File: config.mk
export PLATFORM = sky130hd
export DESIGN_NAME = rf_window_mover
export DESIGN_NICKNAME = d
export VERILOG_FILES = /design/src/rtl/sayeh_pkg.sv /design/src/rtl/rf_window_mover.sv
export SDC_FILE = /design/constraint.sdc
export NUM_CORES = 1
export LEC_CHECK = 0
export ABC_AREA = 0
export BUFFER_PORTS_ARGS = -buffer_cell sky130_fd_sc_hd__buf_2
export CAP_MARGIN = 20
export CORE_MARGIN = 4
export CORE_UTILIZATION = 40
export DETAILED_ROUTE_END_ITERATION = 8
export PLACE_DENSITY_LB_ADDON = 0.25
export SYNTH_ARGS = -nofsm -noshare
export SYNTH_HDL_FRONTEND = slang
export SYNTH_SLANG_ARGS = --single-unit
File: constraint.sdc
create_clock -name clk -period 4.6 [get_ports clk]
set_input_delay 0.23 -clock clk [delete_from_list [all_inputs] [get_ports clk]]
set_output_delay 0.23 -clock clk [all_outputs]
set_load 0.05 [all_outputs]
File: src/rtl/sayeh_pkg.sv
// Shared types and constants for the Sayeh windowed register file
// spill/fill engine.
package sayeh_pkg;

    typedef enum logic [2:0] {
        IDLE = 3'd0,
        LOAD = 3'd1,
        REQ  = 3'd2,
        WRB  = 3'd3,
        FIN  = 3'd4
    } state_t;

    localparam logic OP_SPILL = 1'b0;
    localparam logic OP_FILL  = 1'b1;
    localparam int   RF_DEPTH = 64;

endpackage

File: src/rtl/rf_window_mover.sv
// Sequential spill/fill engine moving up to 7 registers between the
// windowed register file and data memory, one word per handshake.
module rf_window_mover
    import sayeh_pkg::*;
#(
    parameter int AW   = 16,
    parameter int DW   = 16,
    parameter int RFAW = 6
) (
    input  logic            clk,
    input  logic            rst,
    input  logic            start,
    input  logic            op,
    input  logic [RFAW-1:0] win_base,
    input  logic [AW-1:0]   mem_base,
    input  logic [2:0]      cnt,
    output logic [RFAW-1:0] rf_addr,
    input  logic [DW-1:0]   rf_rdata,
    output logic [DW-1:0]   rf_wdata,
    output logic            rf_lwrite,
    output logic            rf_hwrite,
    output logic            mem_req,
    output logic            mem_we,
    output logic [AW-1:0]   mem_addr,
    output logic [DW-1:0]   mem_wdata,
    input  logic [DW-1:0]   mem_rdata,
    input  logic            mem_ack,
    output logic            busy,
    output logic            done
);

    state_t          r_state;
    state_t          w_next;
    logic            r_op;
    logic [RFAW-1:0] r_win;
    logic [AW-1:0]   r_mem;
    logic [2:0]      r_cnt;
    logic [2:0]      r_idx;
    logic [DW-1:0]   r_mem_wdata;
    logic [DW-1:0]   r_rf_wdata;
    logic            w_last;
    logic [RFAW-1:0] w_rf_addr;
    logic [AW-1:0]   w_mem_addr;

    // Addresses wrap naturally at their own widths.
    assign w_rf_addr  = r_win + RFAW'(r_idx);
    assign w_mem_addr = r_mem + AW'(r_idx);
    assign w_last     = ((r_idx + 3'd1) == r_cnt);

    always_comb begin
        w_next = r_state;
        unique case (r_state)
            IDLE: if (start) w_next = (cnt == 3'd0) ? FIN : LOAD;
            LOAD: w_next = REQ;
            REQ: begin
                if (mem_ack) begin
                    if (r_op == OP_FILL) w_next = WRB;
                    else                 w_next = w_last ? FIN : LOAD;
                end
            end
            WRB:     w_next = w_last ? FIN : LOAD;
            FIN:     w_next = IDLE;
            default: w_next = IDLE;
        endcase
    end

    always_comb begin
        busy      = 1'b0;
        done      = 1'b0;
        mem_req   = 1'b0;
        mem_we    = 1'b0;
        rf_lwrite = 1'b0;
        rf_hwrite = 1'b0;
        rf_addr   = '0;
        mem_addr  = '0;
        unique case (r_state)
            LOAD: begin
                busy     = 1'b1;
                rf_addr  = w_rf_addr;
                mem_addr = w_mem_addr;
            end
            REQ: begin
                busy     = 1'b1;
                mem_req  = 1'b1;
                mem_we   = ~r_op;
                rf_addr  = w_rf_addr;
                mem_addr = w_mem_addr;
            end
            WRB: begin
                busy      = 1'b1;
                rf_lwrite = 1'b1;
                rf_hwrite = 1'b1;
                rf_addr   = w_rf_addr;
            end
            FIN:     done = 1'b1;
            default: ;
        endcase
    end

    assign mem_wdata = r_mem_wdata;
    assign rf_wdata  = r_rf_wdata;

    always_ff @(posedge clk) begin
        if (rst) begin
            r_state     <= IDLE;
            r_op        <= OP_SPILL;
            r_win       <= '0;
            r_mem       <= '0;
            r_cnt       <= '0;
            r_idx       <= '0;
            r_mem_wdata <= '0;
            r_rf_wdata  <= '0;
        end else begin
            r_state <= w_next;
            if (r_state == IDLE && start) begin
                r_op  <= op;
                r_win <= win_base;
                r_mem <= mem_base;
                r_cnt <= cnt;
                r_idx <= '0;
            end
            if (r_state == LOAD && r_op == OP_SPILL) r_mem_wdata <= rf_rdata;
            if (r_state == REQ && mem_ack) begin
                if (r_op == OP_FILL) r_rf_wdata <= mem_rdata;
                else                 r_idx      <= r_idx + 3'd1;
            end
            if (r_state == WRB) r_idx <= r_idx + 3'd1;
        end
    end

endmodule

**Yosys cells after proc, flatten, opt, wreduce, memory -nomap -nowiden**

Index checks and enable logic that the tools add are counted.

- Bits in writable memories: 0
- Latch bits: 0
- Input bits: 62
- Word-level logic and storage cells: 45
- Bits in read-only memories: 0
- Bits in registers: 64
- Output and inout port bits: 60
- Memories kept: 0

- Multiply operators: 0
- Reductions and logical operators: 9
- Magnitude comparators: 0
- Eq/ne operators: 7
- Mux-type cells: 17
- Shifts and indexed selects: 0
- Div/mod/pow operators: 0
- Add/subtract/negate cells: 3
- Bitwise logic cells: 1

Operators with widths:

| cell | number |
|---|---|
| two-way mux 3 bit | 9 |
| adder 16 x 3 -> 16 bit | 1 |
| two-way mux 16 bit | 1 |
| case mux 3 bit (4 select lines) | 1 |
| adder 6 x 3 -> 6 bit | 1 |
| equality test 3 x 2 -> 1 bit, second input constant | 2 |
| logical NOT 3 bit | 2 |
| two-way mux 6 bit | 1 |
| two-way mux 1 bit | 5 |
| != test 2 bit, second input constant | 2 |
| AND reduction 2 bit | 2 |
| adder 3 x 1 -> 3 bit, second input constant | 1 |
| equality test 3 x 1 -> 1 bit, second input constant | 1 |
| equality test 3 bit | 1 |
| equality test 3 bit, second input constant | 1 |
| logical AND 1 bit | 3 |
| OR reduction 3 bit | 1 |
| OR reduction 2 bit | 1 |
| NOT 1 bit | 1 |

**Longest topological paths before layout**

Gate-level depths: netlist (run 1).

- Word-level depth: 6
- Mapped depth: 7
- Mapped depth without buffers: 7

**Worst setup path after synthesis (run 1)**

No wires, ideal clock.

- Path kind: register to output
- Start: reg r_idx[0]
- End: out mem_addr[14]
- Data required time: 4.370 ns
- Slack: 1.690 ns
- Path buffers: 0
- Arrival: 2.680 ns
- Stages on the path, launching flop included: 8
- Path through: dfxtp_1 -> ha_1 -> inv_1 -> fa_1 -> and2b_1 -> o211ai_1 -> or4_1 -> a21oi_1

- Word-level cells in the longest chain between the ends: 2

Ends and longest elaborated chain:

| element | RTL line | source |
|---|---|---|
| start, declared | rf_window_mover.sv:38 | `logic [2:0] r_idx;` |
| start signal, assigned | rf_window_mover.sv:125 | `else r_idx <= r_idx + 3'd1;` |
| start signal, assigned | rf_window_mover.sv:127 | `if (r_state == WRB) r_idx <= r_idx + 3'd1;` |
| adder 16 x 3 -> 16 bit | rf_window_mover.sv:47 | `assign w_mem_addr = r_mem + AW'(r_idx);` |
| two-way mux 16 bit | rf_window_mover.sv:76 | `unique case (r_state)` |
| end, declared | rf_window_mover.sv:24 | `output logic [AW-1:0] mem_addr,` |

Every way passes these cells.

**Worst setup path after layout (run 1)**

Ends and elaborated chain as after synthesis.

==> impl_metrics.csv, run 1 <==
group,metric,value,unit
pwr,p_sw_frac,0.342,
synth,synth_edf_count,0,
detailed_routing,drc_errors,0,
detailed_routing,drt_iter0_drc,115,
detailed_routing,vias_per_cell,4.85,
die,row_count,31,
detailed_routing,finalWirelength,7750,um
die,die-area,0.00916,mm^2
pwr,ir_drop,0.000264,V
status,status,"finished, final reports clean",
finish,area_growth,27.7,%
pwr,power.density,381,mW/mm^2
worst_setup_path,crit_type,"flop to output pin",
synth,ys_ff_latch,64,
timing,slew_viol_final,0,
pwr,p_leak,0.00175,uW
worst_setup_path,crit_required,4370,ps
worst_setup_path,endpoint_kind,"output pin",
finish,multi_input_area,0.00167,mm^2
clock_tree,cts_tree,"built",
timing,fmax,0.329,GHz
timing,tightest_slew,914,ps
timing,rsz0062_at_grt,"no",
place,port-buffer-count,121,
global_route,overflow,0,
die,num_io_pins,122,
finish,antenna_cells,0,
clock_tree,path_clk_slew,70,ps
clock_tree,ctsResizeCount,0,
worst_setup_path,r2r_slack,2780,ps
clock_tree,clock_path_buffers,2,
detailed_routing,drt-pass1-iter-count,4,
timing,setup_tns,0,ps
pwr,pwr-share-seq,0.426,
synth,avgSynthCellArea,7.68,um^2
synth,synthCells,401,
clock_tree,ctsHoldBuffers,0,
worst_setup_path,slowest_stage,"or4_1",
die,initial_core_util,0.418,
clock_tree,clk_latency,340,ps
worst_setup_path,crit_arrival,2810,ps
pwr,switchingPower,511,uW
finish,n_fill_cell,769,
pwr,p_total,1500,uW
clock_tree,cts_root_buf,"clkbuf_8",
finish,layout.nets,583,
pwr,p_comb_frac,0.242,
pwr,clockPowerShare,0.332,
timing,layout_worst_path_cycle_share,0.661,
timing,slew_headroom,0.387,
die,die_y,95.7,um
place,dp_hpwl,5560,um
clock_tree,cts_htree_levels,3,
worst_setup_path,critical-path-top-delay-family,"simple AND/OR/NAND/NOR gates",
place,place.gp.congestion,0.757,
global_route,grt_pass1_vias,2855,
pwr,p_int,986,uW
clock_tree,clkSinkCount,64,
finish,stdcell_count,616,
global_route,use_met2,0.296,
finish,layout-drive-gt1-share,0.286,
worst_setup_path,cp_cell_sequence,"ha_1 > inv_1 > fa_1 > and2b_1 > o211ai_1 > or4_1 > a21oi_1 > buf_2",
timing,final_hold_viol_count,0,
global_route,antenna_found_initial,0,
synth,synth_seq_area_share,0.416,
synth,netlist_area,0.00308,mm^2
detailed_routing,ant_nets,0,
place,dp_cells,599,
global_route,grt.total_usage,0.174,
worst_setup_path,crit_buf_inv,2,
clock_tree,cts_buffers,9,
die,die_w,95.7,um
finish,seq_area,0.00128,mm^2
timing,period_needed,3040,ps
finish,post-route-util,0.533,
worst_setup_path,worstSetupStartpointType,"flop",
global_route,grt_pass1_wl,12600,um
global_route,busiest_layer,"met2",
synth,synth_flop_cell,"dfxtp_1",
worst_setup_path,worstPathMaxFanout,6,
synth,synthDistinctLibCells,45,
global_route,met3_usage,0.0633,
die,coreArea,0.00737,mm^2
detailed_routing,post_drt_wl_per_cell,12.6,um
clock_tree,cts_setup_buffers,0,
synth,syn_nets,472,
detailed_routing,vias,2989,
hold_path,hold_path_class,"input pin to flop",
synth,yosys_warnings,0,
flow_run,cap_violations,0,
global_route,grt_max_degree,64,
timing,setup_viol,0,
synth,ys_async_sr_fraction,0,
worst_setup_path,cpPeakStageDelay,500,ps
timing,clock_skew,7.88,ps
global_route,gr-usage-met1,0.206,
-- sequential cells by signal, indices dropped and copies added, names as in the netlist --
signal	cells
mem_wdata	16
r_cnt	3
r_idx	3
r_mem	16
r_op	1
r_state	3
r_win	6
rf_wdata	16
-- worst register-to-register path, stage by stage, from the launching register on --
cell      delay, ps
dfxtp_1         600
nand2b_1        160
nor3_2          720
nand2_1         130
a21oi_1         150
-- cells by family after synthesis --
kind of cell | synth area share
adders and majority gates | 0.0415
buffers and inverters | 0.0427
muxes | 0.0130
AOI/OAI and AO/OA | 0.150
DFF | 0.416
and+or+nand+nor | 0.292
xor gates and xnor gates | 0.0447
-- path summary, 6_finish.rpt --
check / to / depth (start not counted) / from
worst min-delay path: mem_wdata[9] / 3 / rf_rdata[9]
worst max-delay path: mem_addr[14] / 8 / r_idx[0]
worst max register to register: mem_wdata[10] / 4 / r_state[0]
worst min register to register: mem_wdata[3] / 2 / mem_wdata[3]
-- power groups by stage --
| stage | Combinational [uW] | Sequential (uW) | Clock, uW |
|---|---|---|---|
| floorplan | 238 | 684 | 0 |
| global placement | 360 | 649 | 0 |
| detailed placement | 364 | 650 | 0 |
| CTS | 365 | 638 | 515 |
| global route | 400 | 645 | 541 |
| finish | 362 | 638 | 497 |
-- cell usage in the layout (no fill, tap or decap), drive strengths merged, types with 3 or more instances in the layout --
| cell type | n |
|---|---|
| nand2 | 124 |
| buf | 123 |
| a21oi | 67 |
| dfxtp | 64 |
| nor2 | 21 |
| clkbuf | 12 |
| or3 | 9 |
| xnor2 | 7 |
| ha | 7 |
| nor3 | 7 |
| nor2b | 6 |
| xor2 | 6 |
| nand3 | 6 |
| inv | 5 |
| and2 | 5 |
| o21ai | 5 |
| mux2i | 4 |
| nand2b | 4 |
| or2 | 4 |
| a21o | 3 |
| a211oi | 3 |
| clkinvlp | 3 |
| and3 | 3 |
-- synth_stat cells (6+ instances only) --
master | n | share of area
ha_1 | 7 | 0.028
xnor2_1 | 7 | 0.020
xor2_1 | 6 | 0.017
nand2_1 | 123 | 0.15
or3_1 | 9 | 0.018
buf_2 | 7 | 0.011
dfxtp_1 | 64 | 0.42
nor2b_1 | 6 | 0.012
clkbuf_1 | 9 | 0.011
nor2_1 | 21 | 0.026
nand3_1 | 6 | 0.0098
nor3_1 | 6 | 0.0098
a21oi_1 | 67 | 0.11
-- layout make-up --
cell class / instances / area share
multi-input combinational: 309 / 0.424
clock buffer: 12 / 0.0395
sequential: 64 / 0.326
timing repair buffer: 123 / 0.161
inverter: 5 / 0.00478
clock inverter: 4 / 0.0134
tap: 99 / 0.0315
-- routing by layer --
metal  vias up  part of all wire  wire length, um
li1       1561                 -                -
met1      1331              0.43             3310
met2        89              0.48             3680
met3         8             0.087              677
met4         0            0.0099               77
met5         -                 0                0
-- per-stage QoR --
step | worst slack [ps] | hold WS [ps] | area, um^2
finish | 1560 | 120 | 3930
global route | 1370 | 105 | 3930
CTS | 1530 | 104 | 3910
detailed placement | 1910 | 445 | 3700
global placement | 1980 | 439 | 3700
floorplan | 1690 | 366 | 3080
Note: power is estimated with default switching activity, not from simulation.
==> run 2, diff against run 1 <==
- clock period: 4.6 -> 2.7 ns (I/O delays scaled with it)
==> run 2 against run 1 <==
Net effect:
- via count rose by 1.6%
- global-route usage is 0.13 points lower
- sequential share of layout area is 0.43 points lower
- worst setup slack worse by 1500 ps
- critical path type unchanged
- clock power grew 46%
- sequential power increased by 71%
- sequential cell count unchanged
- design area increased by 1.5%
==> impl_metrics.csv, run 2 (same netlist as run 1, synthesis figures left out) <==
group,metric,value,unit
status,status,"finished, final reports clean",
timing,slew_headroom,0.586,
worst_setup_path,r2r_cells,4,
pwr,p_total,2450,uW
flow_run,cap_violations,0,
worst_setup_path,cp-startpoint,"r_mem[0]",
die,die-area,0.00916,mm^2
detailed_routing,ant_nets,0,
worst_setup_path,worstPathMaxFanout,5,
place,place.gp.congestion,0.777,
worst_setup_path,worstSetupStartpointType,"flop",
worst_setup_path,cpPeakStageDelay,560,ps
finish,antenna_cells,0,
timing,tightest_slew,619,ps
clock_tree,ctsHoldBuffers,0,
timing,setup_tns,0,ps
pwr,power.density,613,mW/mm^2
hold_path,hold_path_class,"input pin to flop",
place,dp_cells,603,
finish,layout_commonest_cell,"nand2_1",
die,coreArea,0.00737,mm^2
clock_tree,cts_tree,"built",
die,die_y,95.7,um
global_route,use_met2,0.291,
global_route,busiest_layer,"met2",
detailed_routing,vias,3038,
pwr,p_leak,0.00179,uW
clock_tree,path_clk_slew,70,ps
timing,final_hold_viol_count,0,
worst_setup_path,r2r-start,"r_state[1]",
finish,fin_area,0.00399,mm^2
clock_tree,clock_path_buffers,2,
worst_setup_path,crit_required,2570,ps
die,initial_core_util,0.418,
die,die_w,95.7,um
global_route,overflow,0,
detailed_routing,finalWirelength,7750,um
timing,period_needed,2610,ps
clock_tree,clk_latency,330,ps
timing,setup_viol,0,
global_route,grt.total_usage,0.173,
worst_setup_path,r2r_slack,920,ps
finish,layout-drive-gt1-share,0.309,
clock_tree,cts_buffers,9,
pwr,ir_drop,0.000307,V
timing,clock_skew,7.29,ps
global_route,grt_pass1_wl,12800,um
timing,layout_worst_path_cycle_share,0.967,
clock_tree,cts_htree_levels,3,
detailed_routing,drt-pass1-iter-count,4,
timing,fmax,0.383,GHz
worst_setup_path,crit_arrival,2470,ps
clock_tree,cts_root_buf,"clkbuf_8",
detailed_routing,drc_errors,0,
detailed_routing,post_drt_wl_per_cell,12.4,um
global_route,antenna_found_initial,0,
global_route,gr-usage-met1,0.213,
worst_setup_path,endpoint_kind,"output pin",
die,num_io_pins,122,
worst_setup_path,cp_cell_sequence,"ha_4 > inv_1 > fa_2 > and2b_2 > o211ai_1 > or4_4 > a21oi_2 > buf_6",
die,row_count,31,
detailed_routing,vias_per_cell,4.88,
place,port-buffer-count,121,
detailed_routing,drt_iter0_drc,134,
finish,layout.nets,591,
place,place_area,0.00374,mm^2
global_route,grt_max_degree,64,
timing,setup_slack,90.1,ps
global_route,met3_usage,0.0547,
global_route,grt_pass1_vias,2923,
worst_setup_path,crit_type,"flop to output pin",
place,dp_hpwl,5630,um
finish,area_growth,29.6,%
worst_setup_path,r2r_end,"rf_wdata[5]",
timing,slew_viol_final,0,
finish,stdcell_count,623,
clock_tree,clkSinkCount,64,
worst_setup_path,slowest_stage,"or4_4",
worst_setup_path,endpoint,"mem_addr[14]",
place,dp_slack,222,ps
finish,most-common-layout-cells,"123 x nand2_1, 119 x buf_2, 66 x a21oi_1, 62 x dfxtp_1, 21 x nor2_1",
-- run 2: cell count changes in the layout (fill, tap and decap cells not counted), sizes merged --
cell      change
clkinv        +2
bufinv        -1
buf           +8
clkinvlp      -2
-- run 2: how the worst min path moves through the flow --
stage,from,endpoint,slack (ps),cells past startpoint
after floorplan,cnt[2],r_cnt[2],270,2
after detailed placement,rf_rdata[9],mem_wdata[9],380,3
after CTS,mem_rdata[3],rf_wdata[3],20,3
final,win_base[0],r_win[0],40,3
after global placement,mem_rdata[2],rf_wdata[2],370,3
after global routing,rf_rdata[9],mem_wdata[9],20,3
-- run 2: power by group --
group	switching [uW]	internal, uW
logic	432	199
registers	73.4	1010
clock network	352	376
total	857	1590
-- run 2: final cells by class --
cell class                      instances  area (um^2)
Inverter                                5         18.8
Clock inverter                          3         17.5
Fill cell                             739         3380
Tap cell                               99          124
Timing Repair Buffer                  131          702
Multi-Input combinational cell        309         1690
Sequential cell                        64         1280
Clock buffer                           12          155
-- run 2: per-stage QoR --
step                      hold WS (ps)   util
after floorplan                    271      -
after global placement             374  0.507
after detailed placement           383  0.507
after CTS                         18.0  0.531
after global routing              19.1  0.541
final                             37.8  0.541
-- run 2: timing repair --
| action | 4_1_cts | 5_1_grt |
|---|---|---|
| buffers inserted | 0 | 4 |
| pin swaps | 2 | 3 |
| setup endpoints to repair | 1 | 3 |
| resized for setup | 3 | 8 |
| endpoints found under the hold margin | 0 | 0 |
-- run 2: routing by layer --
| layer | wire length [um] | part of all wire |
|---|---|---|
| met5 | 0 | 0 |
| met4 | 44 | 0.0057 |
| met3 | 551 | 0.071 |
| met2 | 3740 | 0.48 |
| met1 | 3420 | 0.44 |
-- run 2: worst max-delay path: cells and delay by family (launching register included) --
kind	cells	cell delay, ps
flip-flops	1	360
AND/OR/NAND/NOR	2	800
adder cells (fa/ha/maj)	2	470
buffers and inverters	2	220
AO/OA/AOI/OAI	2	300
